$ cat src/rtl/ysyx_23060187_alu_arbiter_pkg.sv
// Shared definitions for the two-port ALU arbiter: op codes, FSM states, defaults.
package ysyx_23060187_alu_arbiter_pkg;

    localparam int unsigned XLEN_DEFAULT   = 32;
    localparam int unsigned CTRL_W_DEFAULT = 4;

    localparam logic [3:0] ALU_AND = 4'd0;
    localparam logic [3:0] ALU_OR  = 4'd1;
    localparam logic [3:0] ALU_ADD = 4'd2;
    localparam logic [3:0] ALU_SUB = 4'd6;

    typedef enum logic [1:0] {
        ST_IDLE = 2'd0,
        ST_EXEC = 2'd1,
        ST_RESP = 2'd2
    } arb_state_e;

endpackage

$ cat src/rtl/ysyx_23060187_alu_arbiter_rr_arb2.sv
// Two-input round-robin grant: one-hot grant among valid requests, zero when idle.
module ysyx_23060187_rr_arb2 (
    input  logic [1:0] req_i,
    input  logic       prio_i,
    output logic [1:0] gnt_o
);

    // prio_i names the port that wins a tie; a lone request always wins
    always_comb begin
        gnt_o = '0;
        case (req_i)
            2'b01:   gnt_o = 2'b01;
            2'b10:   gnt_o = 2'b10;
            2'b11:   gnt_o = prio_i ? 2'b10 : 2'b01;
            default: gnt_o = '0;
        endcase
    end

endmodule

$ cat src/rtl/ysyx_23060187_alu_arbiter.sv
// Shares one external ALU between EXU (port 0) and LSU helper (port 1) with
// round-robin arbitration, one operation in flight and a held registered result.
module ysyx_23060187_alu_arbiter
    import ysyx_23060187_alu_arbiter_pkg::*;
#(
    parameter int unsigned XLEN   = XLEN_DEFAULT,
    parameter int unsigned CTRL_W = CTRL_W_DEFAULT
) (
    input  logic              clk,
    input  logic              rst_n,

    input  logic              req0_valid,
    output logic              req0_ready,
    input  logic [CTRL_W-1:0] req0_ctrl,
    input  logic [XLEN-1:0]   req0_a,
    input  logic [XLEN-1:0]   req0_b,
    output logic              resp0_valid,
    input  logic              resp0_ready,
    output logic [XLEN-1:0]   resp0_result,
    output logic              resp0_zero,

    input  logic              req1_valid,
    output logic              req1_ready,
    input  logic [CTRL_W-1:0] req1_ctrl,
    input  logic [XLEN-1:0]   req1_a,
    input  logic [XLEN-1:0]   req1_b,
    output logic              resp1_valid,
    input  logic              resp1_ready,
    output logic [XLEN-1:0]   resp1_result,
    output logic              resp1_zero,

    output logic [CTRL_W-1:0] alu_ctrl,
    output logic [XLEN-1:0]   alu_op1,
    output logic [XLEN-1:0]   alu_op2,
    input  logic [XLEN-1:0]   alu_result,
    input  logic              alu_zero
);

    arb_state_e        state_q;
    logic [CTRL_W-1:0] ctrl_q;
    logic [XLEN-1:0]   a_q;
    logic [XLEN-1:0]   b_q;
    logic              owner_q;
    logic              prio_q;
    logic [XLEN-1:0]   result_q;
    logic              zero_q;
    logic              resp0_valid_q;
    logic              resp1_valid_q;

    logic [1:0]        gnt;
    logic              owner_ready;

    ysyx_23060187_rr_arb2 u_rr_arb2 (
        .req_i  ({req1_valid, req0_valid}),
        .prio_i (prio_q),
        .gnt_o  (gnt)
    );

    assign req0_ready  = (state_q == ST_IDLE) & gnt[0];
    assign req1_ready  = (state_q == ST_IDLE) & gnt[1];
    assign owner_ready = owner_q ? resp1_ready : resp0_ready;

    assign alu_ctrl = ctrl_q;
    assign alu_op1  = a_q;
    assign alu_op2  = b_q;

    assign resp0_valid  = resp0_valid_q;
    assign resp1_valid  = resp1_valid_q;
    assign resp0_result = result_q;
    assign resp1_result = result_q;
    assign resp0_zero   = zero_q;
    assign resp1_zero   = zero_q;

    // prio_q holds the tie winner (the port not served last); reset favours port 0
    always_ff @(posedge clk or negedge rst_n) begin
        if (!rst_n) begin
            state_q       <= ST_IDLE;
            ctrl_q        <= '0;
            a_q           <= '0;
            b_q           <= '0;
            owner_q       <= 1'b0;
            prio_q        <= 1'b0;
            result_q      <= '0;
            zero_q        <= 1'b0;
            resp0_valid_q <= 1'b0;
            resp1_valid_q <= 1'b0;
        end else begin
            case (state_q)
                ST_IDLE: begin
                    if (gnt[1]) begin
                        ctrl_q  <= req1_ctrl;
                        a_q     <= req1_a;
                        b_q     <= req1_b;
                        owner_q <= 1'b1;
                        prio_q  <= 1'b0;
                        state_q <= ST_EXEC;
                    end else if (gnt[0]) begin
                        ctrl_q  <= req0_ctrl;
                        a_q     <= req0_a;
                        b_q     <= req0_b;
                        owner_q <= 1'b0;
                        prio_q  <= 1'b1;
                        state_q <= ST_EXEC;
                    end
                end
                ST_EXEC: begin
                    result_q      <= alu_result;
                    zero_q        <= alu_zero;
                    resp0_valid_q <= ~owner_q;
                    resp1_valid_q <= owner_q;
                    state_q       <= ST_RESP;
                end
                ST_RESP: begin
                    if (owner_ready) begin
                        resp0_valid_q <= 1'b0;
                        resp1_valid_q <= 1'b0;
                        state_q       <= ST_IDLE;
                    end
                end
                default: begin
                    state_q <= ST_IDLE;
                end
            endcase
        end
    end

endmodule
$ cat config.mk
export PLATFORM = sky130hd
export DESIGN_NAME = ysyx_23060187_alu_arbiter
export DESIGN_NICKNAME = d
export VERILOG_FILES = /design/src/rtl/ysyx_23060187_alu_arbiter_pkg.sv /design/src/rtl/ysyx_23060187_alu_arbiter_rr_arb2.sv /design/src/rtl/ysyx_23060187_alu_arbiter.sv
export SDC_FILE = /design/constraint.sdc
export NUM_CORES = 1
export LEC_CHECK = 0
export CAP_MARGIN = 20
export CORE_AREA = 2 2 121 123
export CTS_BUF_LIST = sky130_fd_sc_hd__clkbuf_16
export CTS_CLUSTER_DIAMETER = 40
export CTS_CLUSTER_SIZE = 24
export DETAILED_ROUTE_END_ITERATION = 10
export DIE_AREA = 0 0 123 125
export HOLD_SLACK_MARGIN = 0.02
export PLACE_DENSITY = 0.78
export SYNTH_ARGS = -nofsm -noshare
export SYNTH_HDL_FRONTEND = slang
export SYNTH_HIERARCHICAL = 1
export SYNTH_SLANG_ARGS = --single-unit
$ cat constraint.sdc
create_clock -name clk -period 2.6 [get_ports clk]
set_clock_uncertainty 0.05 [all_clocks]
set_input_delay 0.39 -clock clk [delete_from_list [all_inputs] [get_ports clk]]
set_output_delay 0.39 -clock clk [all_outputs]
set_load 0.01 [all_outputs]
-- After elaboration in Yosys (flattened, before gate mapping)
Cells that the tools add are included.
- register bits: 107
- input bits: 175
- output and inout port bits: 138
- logic and storage cells: 46
- equality and inequality tests: 7
- muxes and demuxes: 20
- bitwise gates (word level): 3
- reductions and logical operators: 6
- operator list (operator ; number):
    32-bit two-way mux ; 4
    2-bit one-hot mux with 3 select lines ; 2
    2-bit two-way mux ; 4
    4-bit two-way mux ; 2
    2-bit equality test (second input constant) ; 3
    1-bit two-way mux ; 6
    2-bit AND reduction ; 3
    2-bit by 1-bit equality test with 1-bit output (second input constant) ; 2
    1-bit one-hot mux with 2 select lines ; 2
    2-bit nonzero test ; 2
    3-bit inequality test (second input constant) ; 1
    1-bit bitwise AND ; 2
    2-bit logical NOT ; 1
    2-bit inequality test (second input constant) ; 1
    1-bit NOT ; 1

-- Depth between registers and ports, before layout
- depth in word-level cells: 5
- mapped depth: 7
- depth with buffers taken out: 5

-- By module
Netlist, hierarchy kept.
- by module, submodules not included (module ; times used ; cells an instance ; area each (um^2) ; seq. area each (um^2)):
    ysyx_23060187_alu_arbiter ; 1 ; 444 ; 4754.6 ; 2677.6
    ysyx_23060187_rr_arb2 ; 1 ; 3 ; 18.8 ; 0.0

-- Worst setup path after synthesis
Ideal clock, no wire load.
- path kind: input -> register
- start point: input req0_valid
- end point: register a_q[10], in the netlist alu_op1[10]
- setup time: 126 ps
- data arrival time: 1539 ps
- data required time: 2424 ps
- setup slack: 885 ps
- stages on the path: 5
- path buffers: 2
- cell sequence: a21boi_0 -> o21ai_1 -> buf_2 -> buf_2 -> a221o_1
- word-level cells in the longest chain between the ends: 4
- elaborated cells on any way between the ends: 7
- classes of those cells: 3 x eq/ne; 2 x mux; 2 x reduce/logical
- RTL lines (item ; RTL line ; RTL):
    from (decl) ; ysyx_23060187_alu_arbiter.sv:12 ; input logic req0_valid,
    2-bit equality test / 2-bit by 1-bit equality test with 1-bit output (equally long branches) ; ysyx_23060187_alu_arbiter_rr_arb2.sv:11 ; case (req_i)
    2-bit one-hot mux with 3 select lines * ; ysyx_23060187_alu_arbiter_rr_arb2.sv:11 ;
    2-bit nonzero test (no source line) ; - ;
    2-bit AND reduction (no source line) ; - ;
    to (signal assigned) ; ysyx_23060187_alu_arbiter.sv:92 ; a_q <= req1_a;
    to (signal assigned) ; ysyx_23060187_alu_arbiter.sv:99 ; a_q <= req0_a;
    to (decl) ; ysyx_23060187_alu_arbiter.sv:41 ; logic [XLEN-1:0] a_q;
Mark *: on every way between the ends. The rest lies on a longest branch, timed or not.
A chain may end at the register's enable or synchronous reset.

-- Final worst setup path
- start point: input req1_valid
- end point: output req1_ready
- word-level cells in the longest chain between the ends: 3
- elaborated cells on any way between the ends: 5
- classes of those cells: 3 x eq/ne; 1 x mux; 1 x bitwise
- RTL lines (item ; RTL line ; RTL):
    from (decl) ; ysyx_23060187_alu_arbiter.sv:22 ; input logic req1_valid,
    2-bit equality test / 2-bit by 1-bit equality test with 1-bit output (equally long branches) ; ysyx_23060187_alu_arbiter_rr_arb2.sv:11 ;
    2-bit one-hot mux with 3 select lines * ; ysyx_23060187_alu_arbiter_rr_arb2.sv:11 ;
    named net gnt[1] ; ysyx_23060187_alu_arbiter.sv:50 ; logic [1:0] gnt;
    1-bit bitwise AND * ; ysyx_23060187_alu_arbiter.sv:60 ; assign req1_ready = (state_q == ST_IDLE) & gnt[1];
    to (decl) ; ysyx_23060187_alu_arbiter.sv:23 ; output logic req1_ready,
The timed path passes the listed nets; every way through them passes the cells marked *.

==> out/results.txt <==
Max VDD drop: 0.429 mV
Largest cells by area after synthesis: dfrtp_1 (56%), a221o_1 (12%), nand2_1 (8.0%), and2_1 (7.5%), buf_4 (5.3%)
Worst endpoint data arrival time: 1.99 ns
Hold WC Path Type: primary input to asynchronous set/reset pin
Post-Synth Adder-Cell Area: 0
Syn_area_per_cell: 10.7 um^2
Commonest cells post-synth: dfrtp_1 (107), nand2_1 (102), a221o_1 (57), and2_1 (57), buf_4 (34)
Crit-path slowest cell: clkdlybuf4s50_1
Final Hold Vio Count: 0
Largest net degree at the start of global routing: 60
Drt pass-1 iters: 5
Post-synth EDFFs: 0
Synthesized area: 4770 um^2
Crit-path most repeated cell: clkdlybuf4s50_1
CTS resizes: 0
Vias per cell: 4.91
Layout filler cell count: 1184
P_leak: 3.52 nW
Reg power frac: 0.335
Final worst path period share: 0.934
Synth top area share: 0.561
Postcts setup bufs: 0
Final Setup Violations: 0
Logic pwr share: 0.530
Unrepaired setup endpoints after global routing: false
First-pass GRT wire length: 22700 um
Io pins: 313
Max_cap viols: 0
Vias in the first global route: 4565
WHS: 0.0143 ns
Top-count cell post-synth: dfrtp_1
Die height: 125 um
Syn Nets: 622
TritonCTS clock tree: yes
Post-route antenna net violation count: 0
Crit path buffers/inverters: 2
Slowest cell delay on critical path: 0.63 ns
Cts-stage hold buffer count: 0
Grt ovf: 0
Syn Inst Count: 447
Clk Latency, worst-skew pair: 0.34 ns
Final slew viol count: 0
GRT Util Overall: 0.188
GPL Wtd Cong: 0.754
Run status: finished clean
Sw Pwr: 3.26 mW
Register area share after synthesis: 0.561
Die X: 123 um
Starting density of the core: 0.336
DR WL/cell: 16.3 um
Multi-input logic area: 1710 um^2
CP required: 2.16 ns
Port Buffer Count: 312
Num CTS Buffers: 9
CP Launch Point: req1_valid
Reg clk slew, reported paths: 0.07 ns
Worst rel slew slack: 0.581
Row count: 44
Core area: 14200 um^2
Yosys top cell by area: dfrtp_1
Peak Freq: 0.412 GHz
Post-Synth Simple-Gate Area: 0.171
Main synth FF type: dfrtp_1
DP Area: 7870 um^2
Layout area overhead: 70.5%
Clk sinks: 107
Clock share of power: 0.135
Die ar.: 15400 um^2
Via count: 4444
Largest family of logic cells by synthesized area: simple AND/OR/NAND/NOR gates
Layout net count: 891
Mux cell area share after synthesis: 0.0231
Drt total wl: 14800 um
Post-route cell area: 8140 um^2
Detailed placement HPWL: 11100 um
Register cell area after layout: 2680 um^2
R2R Path Start: state_q[0]$_DFFE_PN0P_
P_int: 5.94 mW
Worst Tran Pin Value: 0.628 ns
Residual DRC: 0
Startpoint types: primary input
Synth warn: 6
CP Capture Type: primary output
Pwr Density: 1130 nW/um^2
Synth Area in XOR/XNOR: 0
Setup TNS: 0 ns
DRT iter0 DRCs: 182
Asr flop ratio synth: 1.00
Crit Path Class: primary input to primary output
#FFs+latches synth: 107
Crit path cell chain: clkdlybuf4s50_1, a21boi_2, nor3b_4, clkdlybuf4s50_1
Cell variety after synth: 24
ANT cells: 0
Top cell family by delay on the critical path: buffers and inverters
Switching Share: 0.354
CTS max path bufs: 2
Final min period: 2.43 ns
Clock root buffer: clkbuf_16
Post-synthesis compound-gate area fraction: 0.159
CTS H-tree lvls: 3
Worst-path fanout max: 2
Initial antenna violation count: 0
Layout cell share with drive strength beyond 1: 0.0430
-- power groups by stage --
stage / Sequential [mW] / Combinational (mW) / Clock, mW
6_report: 3.08 / 4.87 / 1.25
5_1_grt: 3.19 / 5.29 / 1.36
4_1_cts: 3.08 / 4.94 / 1.29
3_5_place_dp: 3.08 / 4.94 / 0
3_3_place_gp: 3.06 / 4.84 / 0
2_1_floorplan: 3.36 / 2.05 / 0
-- layer usage --
| layer | up-vias | GRT usage | wire, um |
|---|---|---|---|
| met4 | 0 | 0.0628 | 321 |
| li1 | 2046 | - | - |
| met3 | 26 | 0.0474 | 1280 |
| met1 | 2148 | 0.215 | 5710 |
| met2 | 224 | 0.338 | 7460 |
| met5 | - | 0 | 0 |
-- flip-flops by register name, indices dropped and copies added, names as in the netlist --
signal and cells:
resp0_zero 1, resp0_valid 1, resp1_valid 1, state_q 2
alu_ctrl 4, alu_op1 32, owner_q 1, prio_q 1
resp0_result 32, alu_op2 32
-- kinds of logic after synthesis --
group,count (synthesis)
flops,107
mux,11
compound gates,91
buf+inv,68
simple gates,170
-- worst reg2reg max path: stages, from the launching register on --
cell     delay [ns]
dfrtp_1        0.49
or2_1          0.44
nor3b_4        0.30
buf_12         0.29
a221o_1        0.24
-- worst paths after layout --
kind                                                     end  slack [ns]  cells after the start
worst min-delay path            resp0_result[14]$_DFFE_PN0P_        0.01                      1
worst max-delay path                              req1_ready        0.17                      4
worst max register to register       alu_op2[18]$_DFFE_PN0P_        0.75                      4
min in group clk                resp0_result[17]$_DFFE_PN0P_        0.46                      2
worst min register to register  resp0_result[17]$_DFFE_PN0P_        0.46                      2
max in group asynchronous       resp0_result[23]$_DFFE_PN0P_        1.78                      2
-- cell type report --
| type | instances | share of cell area |
|---|---|---|
| inverter | 4 | 0.00184 |
| tap | 184 | 0.0283 |
| timing repair buffer | 322 | 0.397 |
| clock buffer | 9 | 0.0277 |
| multi-input combinational | 272 | 0.210 |
| sequential | 107 | 0.329 |
| clock inverter | 7 | 0.00553 |
-- per-stage QoR --
stage          power [mW]  std cells  worst slack, ns  utilization
2_1_floorplan        5.41        447            0.885            -
3_3_place_gp         7.89        889            0.144        0.554
3_5_place_dp         8.02        889            0.150        0.554
4_1_cts              9.31        905            0.131        0.573
5_1_grt              9.84        905            0.110        0.573
6_report             9.20        905            0.171        0.573
-- placed cells by master, fill, tap and decap left out --
| master | n |
|---|---|
| clkdlybuf4s50_1 | 311 |
| dfrtp_1 | 107 |
| nand2_1 | 102 |
| and2_1 | 57 |
| a221o_1 | 57 |
| o21ai_0 | 22 |
| mux2i_1 | 11 |
| clkbuf_16 | 9 |
| buf_4 | 8 |
| inv_1 | 5 |
| a21oi_1 | 4 |
| nor2_1 | 3 |
| clkinvlp_4 | 3 |
| buf_12 | 3 |
| nor3b_4 | 2 |
| nor2b_1 | 2 |
| a21o_1 | 2 |
| clkinv_2 | 2 |
| or2_1 | 1 |
| o21ai_4 | 1 |
| nor2b_2 | 1 |
| nand2b_1 | 1 |
| a221oi_1 | 1 |
| nand3b_1 | 1 |
| a311oi_1 | 1 |
| o21ai_1 | 1 |
| inv_6 | 1 |
| a21boi_2 | 1 |
| a21boi_0 | 1 |
No activity file was read; power rests on OpenSTA's default activity.
